File: src/rtl/bf16_mul_arbiter_pkg.sv
// Shared BF16 definitions for the multiplier arbiter slice.
package bf16_pkg;

   localparam int unsigned BF16_W = 16;

   localparam int unsigned FLG_EXC = 2;
   localparam int unsigned FLG_OVF = 1;
   localparam int unsigned FLG_UNF = 0;

   typedef logic [BF16_W-1:0] bf16_t;

endpackage : bf16_pkg

File: src/rtl/bf16_mul_arbiter_bf16mul.sv
// Combinational BF16 multiplier: truncating, subnormal inputs treated as zero,
// NaN/Inf inputs raise Exception, out-of-range exponents raise Overflow/Underflow.
module BF16mul
   import bf16_pkg::*;
(
   input  bf16_t a,
   input  bf16_t b,
   output logic  Exception,
   output logic  Overflow,
   output logic  Underflow,
   output bf16_t result
);

   logic              sa, sb, sr;
   logic [7:0]        ea, eb;
   logic [6:0]        ma, mb;
   logic              a_nan, b_nan, a_inf, b_inf, a_zero, b_zero;
   logic [15:0]       prod;
   logic              norm;
   logic signed [9:0] exp_r;
   logic [6:0]        mant_r;

   always_comb begin
      {sa, ea, ma} = a;
      {sb, eb, mb} = b;
      sr     = sa ^ sb;
      a_nan  = (ea == '1) && (ma != '0);
      b_nan  = (eb == '1) && (mb != '0);
      a_inf  = (ea == '1) && (ma == '0);
      b_inf  = (eb == '1) && (mb == '0);
      a_zero = (ea == '0);
      b_zero = (eb == '0);

      prod   = 16'({1'b1, ma}) * 16'({1'b1, mb});
      norm   = prod[15];
      exp_r  = $signed({2'b00, ea}) + $signed({2'b00, eb})
             + $signed({9'd0, norm}) - 10'sd127;
      // Product of two [1,2) significands lies in [1,4); drop the hidden bit after normalising.
      mant_r = norm ? 7'(prod >> 8) : 7'(prod >> 7);

      Exception = 1'b0;
      Overflow  = 1'b0;
      Underflow = 1'b0;
      result    = {sr, 15'h0000};

      if (a_nan || b_nan || (a_inf && b_zero) || (b_inf && a_zero)) begin
         Exception = 1'b1;
         result    = 16'h7FC0;
      end else if (a_inf || b_inf) begin
         Exception = 1'b1;
         result    = {sr, 8'hFF, 7'h00};
      end else if (a_zero || b_zero) begin
         result    = {sr, 15'h0000};
      end else if (exp_r > 10'sd254) begin
         Overflow  = 1'b1;
         result    = {sr, 8'hFF, 7'h00};
      end else if (exp_r < 10'sd1) begin
         Underflow = 1'b1;
         result    = {sr, 15'h0000};
      end else begin
         result    = {sr, exp_r[7:0], mant_r};
      end
   end

endmodule : BF16mul

File: src/rtl/bf16_mul_arbiter.sv
// Round-robin arbiter sharing one BF16mul among N_REQ requesters through a
// two-stage (operand / response) pipeline with valid/ready on both sides.
module bf16_mul_arbiter
   import bf16_pkg::*;
#(
   parameter int unsigned N_REQ = 4,
   parameter int unsigned ID_W  = $clog2(N_REQ)
) (
   input  logic                      clk,
   input  logic                      rst_n,
   input  logic [N_REQ-1:0]          req_valid,
   input  logic [BF16_W*N_REQ-1:0]   req_a,
   input  logic [BF16_W*N_REQ-1:0]   req_b,
   output logic [N_REQ-1:0]          req_ready,
   output logic                      rsp_valid,
   input  logic                      rsp_ready,
   output logic [ID_W-1:0]           rsp_id,
   output logic [BF16_W-1:0]         rsp_result,
   output logic [2:0]                rsp_flags
);

   logic              s1_valid;
   bf16_t             s1_a, s1_b;
   logic [ID_W-1:0]   s1_id;

   logic              s2_valid;
   bf16_t             s2_result;
   logic [2:0]        s2_flags;
   logic [ID_W-1:0]   s2_id;

   logic [ID_W-1:0]   rr_ptr, rr_next, win_id;
   logic [N_REQ-1:0]  grant;
   logic              found;
   logic              s1_adv, s2_adv, accept;
   bf16_t             win_a, win_b;

   logic              mul_exc, mul_ovf, mul_unf;
   bf16_t             mul_res;

   assign s2_adv = !s2_valid || rsp_ready;
   assign s1_adv = !s1_valid || s2_adv;

   // Scan from rr_ptr upward with wrap; the first valid requester wins.
   always_comb begin
      grant  = '0;
      win_id = '0;
      found  = 1'b0;
      for (int unsigned k = 0; k < N_REQ; k++) begin
         int unsigned idx;
         idx = (32'(rr_ptr) + k) % N_REQ;
         if (!found && req_valid[idx]) begin
            found      = 1'b1;
            grant[idx] = 1'b1;
            win_id     = ID_W'(idx);
         end
      end
   end

   always_comb begin
      req_ready = '0;
      if (rst_n) req_ready = grant & {N_REQ{s1_adv}};
   end

   assign accept  = |req_ready;
   assign rr_next = (32'(win_id) == N_REQ - 1) ? '0 : win_id + ID_W'(1);
   assign win_a   = req_a[32'(win_id)*BF16_W +: BF16_W];
   assign win_b   = req_b[32'(win_id)*BF16_W +: BF16_W];

   BF16mul u_mul (s1_a, s1_b, mul_exc, mul_ovf, mul_unf, mul_res);

   always_ff @(posedge clk) begin
      if (!rst_n) begin
         s1_valid  <= 1'b0;
         s1_a      <= '0;
         s1_b      <= '0;
         s1_id     <= '0;
         s2_valid  <= 1'b0;
         s2_result <= '0;
         s2_flags  <= '0;
         s2_id     <= '0;
         rr_ptr    <= '0;
      end else begin
         if (s1_adv) begin
            if (accept) begin
               s1_valid <= 1'b1;
               s1_a     <= win_a;
               s1_b     <= win_b;
               s1_id    <= win_id;
               rr_ptr   <= rr_next;
            end else begin
               s1_valid <= 1'b0;
            end
         end
         if (s2_adv) begin
            s2_valid           <= s1_valid;
            s2_result          <= mul_res;
            s2_flags[FLG_EXC]  <= mul_exc;
            s2_flags[FLG_OVF]  <= mul_ovf;
            s2_flags[FLG_UNF]  <= mul_unf;
            s2_id              <= s1_id;
         end
      end
   end

   assign rsp_valid  = s2_valid;
   assign rsp_result = s2_result;
   assign rsp_flags  = s2_flags;
   assign rsp_id     = s2_id;

endmodule : bf16_mul_arbiter

File: config.mk
export PLATFORM = sky130hd
export DESIGN_NAME = bf16_mul_arbiter
export DESIGN_NICKNAME = d
export VERILOG_FILES = /design/src/rtl/bf16_mul_arbiter_pkg.sv /design/src/rtl/bf16_mul_arbiter_bf16mul.sv /design/src/rtl/bf16_mul_arbiter.sv
export SDC_FILE = /design/constraint.sdc
export NUM_CORES = 1
export LEC_CHECK = 0
export CORE_AREA = 2 2 117 119
export DETAILED_ROUTE_END_ITERATION = 7
export DIE_AREA = 0 0 119 121
export PLACE_DENSITY = 0.91
export SYNTH_ARGS = -nofsm -noshare
export SYNTH_HDL_FRONTEND = slang
export SYNTH_SLANG_ARGS = --single-unit
File: constraint.sdc
create_clock -name clk -period 8.6 [get_ports clk]
set_input_delay 1.72 -clock clk [delete_from_list [all_inputs] [get_ports clk]]
set_output_delay 1.72 -clock clk [all_outputs]
set_load 0.02 [all_outputs]
======== After elaboration in Yosys (flattened, before gate mapping) ========
Cells that the tools add are included.
storage, ports and cells
  output and inout port bits .............. 26
  bits in registers ....................... 59
  word-level logic and storage cells ...... 117
cells by class
  shift-type cells ........................ 2
  magnitude comparators ................... 10
  reductions and logical operators ........ 33
  bitwise gates (word level) .............. 5
  mux-type cells .......................... 47
  multiply operators ...................... 1
  $add $sub $neg .......................... 7
  eq/ne operators ......................... 3
operators with widths
  kind                                                            count
  indexed part select 64 x 7 -> 16 bit                            2
  two-way mux 15 bit                                              4
  two-way mux 1 bit                                               23
  two-way mux 4 bit                                               5
  equality test 8 bit, second input constant                      2
  logical NOT 8 bit                                               2
  multiplier 8 x 8 -> 16 bit                                      1
  two-way mux 16 bit                                              1
  logical NOT 7 bit                                               2
  nonzero test 7 bit                                              2
  logical AND 1 bit                                               13
  < comparator 2 x 3 -> 1 bit, second input constant              4
  OR 4 bit                                                        3
  adder 10 x 2 -> 10 bit                                          1
  greater-than comparator 10 x 9 -> 1 bit, second input constant  1
  < comparator 10 x 2 -> 1 bit, second input constant             1
  two-way mux 2 bit                                               5
  subtractor 10 x 8 -> 10 bit, second input constant              1
  adder 8 x 8 -> 9 bit                                            1
  binary-select mux 1 bit (select 2 bit)                          4
  demux 1 bit (select 2 bit)                                      4
  >= comparator 2 x 1 -> 1 bit, second input constant             4
  logical OR 1 bit                                                7
  two-way mux 7 bit                                               1
  other kinds (8)                                                 14

======== Logic depth before layout (Yosys ltp) ========
  depth in word-level cells ............... 16
  gate-level depth with buffers ........... 26
  mapped depth without buffers ............ 26

======== By module ========
Synthesis repeated with hierarchy kept, for this count alone.
second synthesis, totals
  cells, all modules ...................... 757
  area total of the unflattened synthesis .. 6,708.9 sq um
modules (own cells, without submodules)
  module            seq. area each (sq um)  area each (sq um)  instances  cells an instance
  bf16_mul_arbiter  1,181.1                 3,758.6            1          395
  BF16mul           0.0                     2,950.3            1          362

======== Worst setup path before layout ========
No wires, ideal clock.
  kind .................................... reg2reg
  start point ............................. reg s1_b[5]
  end point ............................... reg s2_result[6], in the netlist rsp_result[6]
  data required time ...................... 8.484 ns
  path slack .............................. 1.869 ns
  period minus slack after synthesis ...... 6.731 ns
  arrival ................................. 6.614 ns
  library setup time ...................... 0.116 ns
  buffers on the path ..................... 1
  cell stages (with the launch flop) ...... 26
  path through ............................ dfxtp_1 clkbuf_1 nand2_1 fa_1 inv_1 fa_1 fa_1 inv_1 fa_1 inv_1 ha_1 nand3_1 nor3_1 o21ai_0 a41oi_1 xor2_1 ha_1 inv_1 ha_1 and2_4 or2_2 or3_1 a2111oi_2 o21ai_2 and2_4 a41o_2
on the way
  cells in the longest elaborated chain, start to end .. 9
RTL lines
  item                          line                            text
  from (decl)                   bf16_mul_arbiter.sv:23          bf16_t s1_a, s1_b;
  from (signal assigned)        bf16_mul_arbiter.sv:87          s1_b <= win_b;
  multiplier 8 x 8 -> 16 bit    bf16_mul_arbiter_bf16mul.sv:34  prod = 16'({1'b1, ma}) * 16'({1'b1, mb});
  adder 10 x 2 -> 10 bit        bf16_mul_arbiter_bf16mul.sv:37  + $signed({9'd0, norm}) - 10'sd127;
  subtractor 10 x 8 -> 10 bit   bf16_mul_arbiter_bf16mul.sv:37
  < comparator 10 x 2 -> 1 bit  bf16_mul_arbiter_bf16mul.sv:57  end else if (exp_r < 10'sd1) begin
  two-way mux 15 bit            bf16_mul_arbiter_bf16mul.sv:57
  two-way mux 15 bit            bf16_mul_arbiter_bf16mul.sv:54  end else if (exp_r > 10'sd254) begin
  two-way mux 15 bit            bf16_mul_arbiter_bf16mul.sv:52  end else if (a_zero || b_zero) begin
  two-way mux 15 bit            bf16_mul_arbiter_bf16mul.sv:49  end else if (a_inf || b_inf) begin
  two-way mux 16 bit (*)        bf16_mul_arbiter_bf16mul.sv:46  if (a_nan || b_nan || (a_inf && b_zero) || (b_inf && a_zero)) begin
  to (signal assigned)          bf16_mul_arbiter.sv:96          s2_result <= mul_res;
  to (decl)                     bf16_mul_arbiter.sv:27          bf16_t s2_result;
Every way passes the cells marked *; elsewhere a longest branch is shown, timed or not.
A chain may end at the register's enable or synchronous reset.

======== Final worst setup path ========
  start point ............................. reg s1_a[2]
  end point ............................... reg s2_result[0], in the netlist rsp_result[0]
on the way
  cells in the longest elaborated chain, start to end .. 9
RTL lines
  item                          line                            text
  from (decl)                   bf16_mul_arbiter.sv:23
  from (signal assigned)        bf16_mul_arbiter.sv:86          s1_a <= win_a;
  multiplier 8 x 8 -> 16 bit    bf16_mul_arbiter_bf16mul.sv:34
  adder 10 x 2 -> 10 bit        bf16_mul_arbiter_bf16mul.sv:37
  subtractor 10 x 8 -> 10 bit   bf16_mul_arbiter_bf16mul.sv:37
  < comparator 10 x 2 -> 1 bit  bf16_mul_arbiter_bf16mul.sv:57
  two-way mux 15 bit            bf16_mul_arbiter_bf16mul.sv:57
  two-way mux 15 bit            bf16_mul_arbiter_bf16mul.sv:54
  two-way mux 15 bit            bf16_mul_arbiter_bf16mul.sv:52
  two-way mux 15 bit            bf16_mul_arbiter_bf16mul.sv:49
  two-way mux 16 bit (*)        bf16_mul_arbiter_bf16mul.sv:46
Marked as above.

==> flow_summary.json <==
{
  "status": "completed",
  "cts.sinks": 59,
  "clock.fmax_mhz": 135,
  "grt_pass1_wl_um": 29000,
  "r2r_start": "s1_a[2]$_SDFFE_PN0P_",
  "cts_buffers": 9,
  "pre_cts_ws_ns": 1.28,
  "synth_area_leaders": "dfxtp_1 (18%), mux2i_1 (16%), fa_1 (11%)",
  "synth.most_common_cell": "mux2i_1",
  "power_mw": 4.11,
  "synth-seq-cells": 59,
  "ctsHoldBuffers": 0,
  "crit_family": "adder cells",
  "critPathArrivalTime_ns": 7.64,
  "ir_drop_mv": 0.285,
  "stdcell_area_mm2": 0.00862,
  "synth_top_cell_by_area": "dfxtp_1",
  "clk_transition_reported_paths_ns": 0.06,
  "num_rows": 42,
  "syn_nets": 980,
  "max_slew_margin": 0.240,
  "route.detailed.drc": 0,
  "die_area_mm2": 0.0144,
  "routedWlPerCell_um": 16.3,
  "firstDrtPassIters": 8,
  "worstHoldPathCells": 2,
  "cts_tree": "built",
  "drt_iter0_drc": 565,
  "routed_via_density": 5.75,
  "crit_path_cell_trace": "nand2_1 -> fa_1 -> inv_1 -> fa_1 -> fa_1 -> inv_1 -> fa_1 -> inv_1 -> ha_1 -> nand3_1 -> nor3_1 -> o21ai_0 -> a41oi_1 -> xor2_1 -> ha_1 -> inv_1 -> ha_1 -> and2_4 -> or2_2 -> or3_1 -> a2111oi_2 -> o21ai_2 -> nand4b_1 -> o31ai_1",
  "track_usage": 0.249,
  "crit_type": "flop to flop",
  "cts_root_buf": "clkbuf_16",
  "netlist_instances": 758,
  "rsz0062_at_grt": "no",
  "dr_total_vias": 6189,
  "hp-class": "flop to flop",
  "initial_core_util": 0.511,
  "placed_cell_area_mm2": 0.00834,
  "drive_gt1_frac": 0.0977,
  "die_x_um": 119,
  "drv_slew": 0,
  "seq_area_frac_synth": 0.177,
  "cp_slowest_stage_delay_ns": 0.73,
  "area_delta_synth_final_pct": 29.1,
  "netlist_top_cells_count": "mux2i_1 (104), nand2_1 (81), inv_1 (73)",
  "fin_util": 0.659,
  "dp_cells": 1061,
  "finalHoldViolCount": 0,
  "routed_wl_um": 17500,
  "yosysUniqueCellTypes": 74,
  "gp_congestion": 0.968,
  "fin_ws_ns": 1.17,
  "grt_max_degree": 68,
  "tns_ns": 0,
  "endpoint_kind": "flop",
  "path_buf_inv": 4,
  "hp-start": "rsp_result[4]$_SDFFE_PN0P_",
  "tightest_slew_ns": 1.14,
  "r2r_slack_ns": 1.17,
  "skew_ns": 0.00472,
  "cts_resized": 0,
  "core_mm2": 0.0131,
  "syn_area_per_cell_um2": 8.81,
  "synth_area_mm2": 0.00668,
  "postRouteAntennaNets": 0,
  "pin_count": 161,
  "synth_enable_flop_cells": 0,
  "finalNetCount": 1118,
  "fin_crit_sh": 0.864,
  "power_density_mw_per_mm2": 477,
  "grt_overflow_total": 0,
  "fin_crit_ns": 7.43,
  "clk_latency_ns": 0.34,
  "synth_top_area_share": 0.177,
  "fp.dieH_um": 121,
  "synthArstFlopShare": 0,
  "antenna_found_initial": 0,
  "post-dp-hpwl_um": 13600,
  "drv_cap": 0,
  "io_buffers": 160,
  "cellLeakagePower_nw": 3.83,
  "reg2regPathDepth": 24,
  "ctsHtreeMaxLevel": 3,
  "ys_warn_count": 0,
  "fin_cells": 1077,
  "finalSetupViolCount": 0,
  "slowest_stage": "xor2_1",
  "worstPathRequired_ns": 8.81,
  "worstHoldEndpoint": "rsp_result[4]$_SDFFE_PN0P_",
  "startpoint_type": "flop",
  "grt_pass1_vias": 6142,
  "synthFlopType": "dfxtp_1",
  "post_cts.repair.setup_buffers": 0,
  "antenna_cells": 0,
  "cts_buffer_depth": 2,
  "hold_ws_ns": 0.455,
  "path_max_fanout": 10,
  "r2r-end": "rsp_result[0]$_SDFFE_PN0P_"
}
==> layer usage <==
layer / track usage / wire, um / up-vias / share of wire
met5: 0 / 0 / - / 0
met4: 0.106 / 616 / 0 / 0.035
met3: 0.0512 / 1280 / 45 / 0.073
met2: 0.425 / 8270 / 323 / 0.47
met1: 0.306 / 7360 / 2877 / 0.42
li1: - / - / 2944 / -
==> cell usage in the layout (no fill, tap or decap), types with 3 or more instances in the layout <==
master,netlist,layout
nand2b_1,7,7
mux2_2,33,33
a31oi_1,7,7
inv_6,0,3
nand2_1,81,81
nand4_1,9,9
or4_1,5,5
or2_2,4,4
dfxtp_1,59,59
nor4_1,4,4
and2_1,34,34
nor3_1,8,8
inv_1,73,73
a211oi_1,3,3
a21boi_0,5,5
or3b_2,3,3
nand3_1,7,7
clkbuf_16,0,9
o21a_1,3,3
fa_1,36,36
a311oi_1,5,4
mux2i_1,104,104
o221a_2,6,6
a222oi_1,3,3
ha_1,51,51
a21oi_1,24,24
o211ai_1,3,3
xor2_1,5,5
nor2b_1,10,10
mux4_2,3,3
or3_1,4,4
nor2_1,35,35
xnor2_1,8,8
a21o_1,5,5
o21ai_0,26,26
clkdlybuf4s50_1,0,159
==> sequential cells by signal, summed over array words and instances (netlist names), 2 cells and up <==
register	count
rr_ptr	2
rsp_flags	3
rsp_id	2
rsp_result	16
s1_a	16
s1_b	16
s1_id	2
==> worst max-delay path by stage <==
stage	from	end	depth (start not counted)
after floorplan	s1_b[5]$_SDFFE_PN0P_	rsp_result[6]$_SDFFE_PN0P_	25
after global placement	s1_b[5]$_SDFFE_PN0P_	rsp_result[3]$_SDFFE_PN0P_	24
after detailed placement	s1_a[4]$_SDFFE_PN0P_	rsp_result[5]$_SDFFE_PN0P_	25
after CTS	s1_a[5]$_SDFFE_PN0P_	rsp_result[0]$_SDFFE_PN0P_	23
after global routing	s1_a[2]$_SDFFE_PN0P_	rsp_result[3]$_SDFFE_PN0P_	24
final	s1_a[2]$_SDFFE_PN0P_	rsp_result[0]$_SDFFE_PN0P_	24
==> area by class of cell <==
| class | count | area, um^2 |
|---|---|---|
| Inverter | 74 | 278 |
| Fill cell | 998 | 4460 |
| Clock inverter | 7 | 58.8 |
| Timing Repair Buffer | 162 | 1610 |
| Sequential cell | 59 | 1180 |
| Clock buffer | 9 | 225 |
| Tap cell | 176 | 220 |
| Multi-Input combinational cell | 590 | 5050 |
==> cell families after synthesis <==
logic type / after synthesis / synth area share
compound gates: 125 / 0.135
xor+xnor: 14 / 0.0195
fa+ha+maj: 87 / 0.203
buf+inv: 109 / 0.0732
flops: 59 / 0.177
mux: 140 / 0.222
simple gates: 224 / 0.170
==> worst reg2reg max path, cell delays in order (launching register included) <==
cell and delay, ns:
dfxtp_1 0.51, nand2_1 0.13, fa_1 0.52, inv_1 0.06, fa_1 0.52, fa_1 0.56
inv_1 0.06, fa_1 0.53, inv_1 0.04, ha_1 0.36, nand3_1 0.12, nor3_1 0.28
o21ai_0 0.17, a41oi_1 0.25, xor2_1 0.73, ha_1 0.33, inv_1 0.06, ha_1 0.25
and2_4 0.17, or2_2 0.30, or3_1 0.32, a2111oi_2 0.39, o21ai_2 0.16, nand4b_1 0.33
o31ai_1 0.15
==> where the power goes <==
group	total [mW]	switching [mW]	internal [mW]
clock	0.341	0.143	0.199
sequential	0.555	0.159	0.397
combinational	3.21	1.77	1.45
Power figures use the tool's default switching activity.
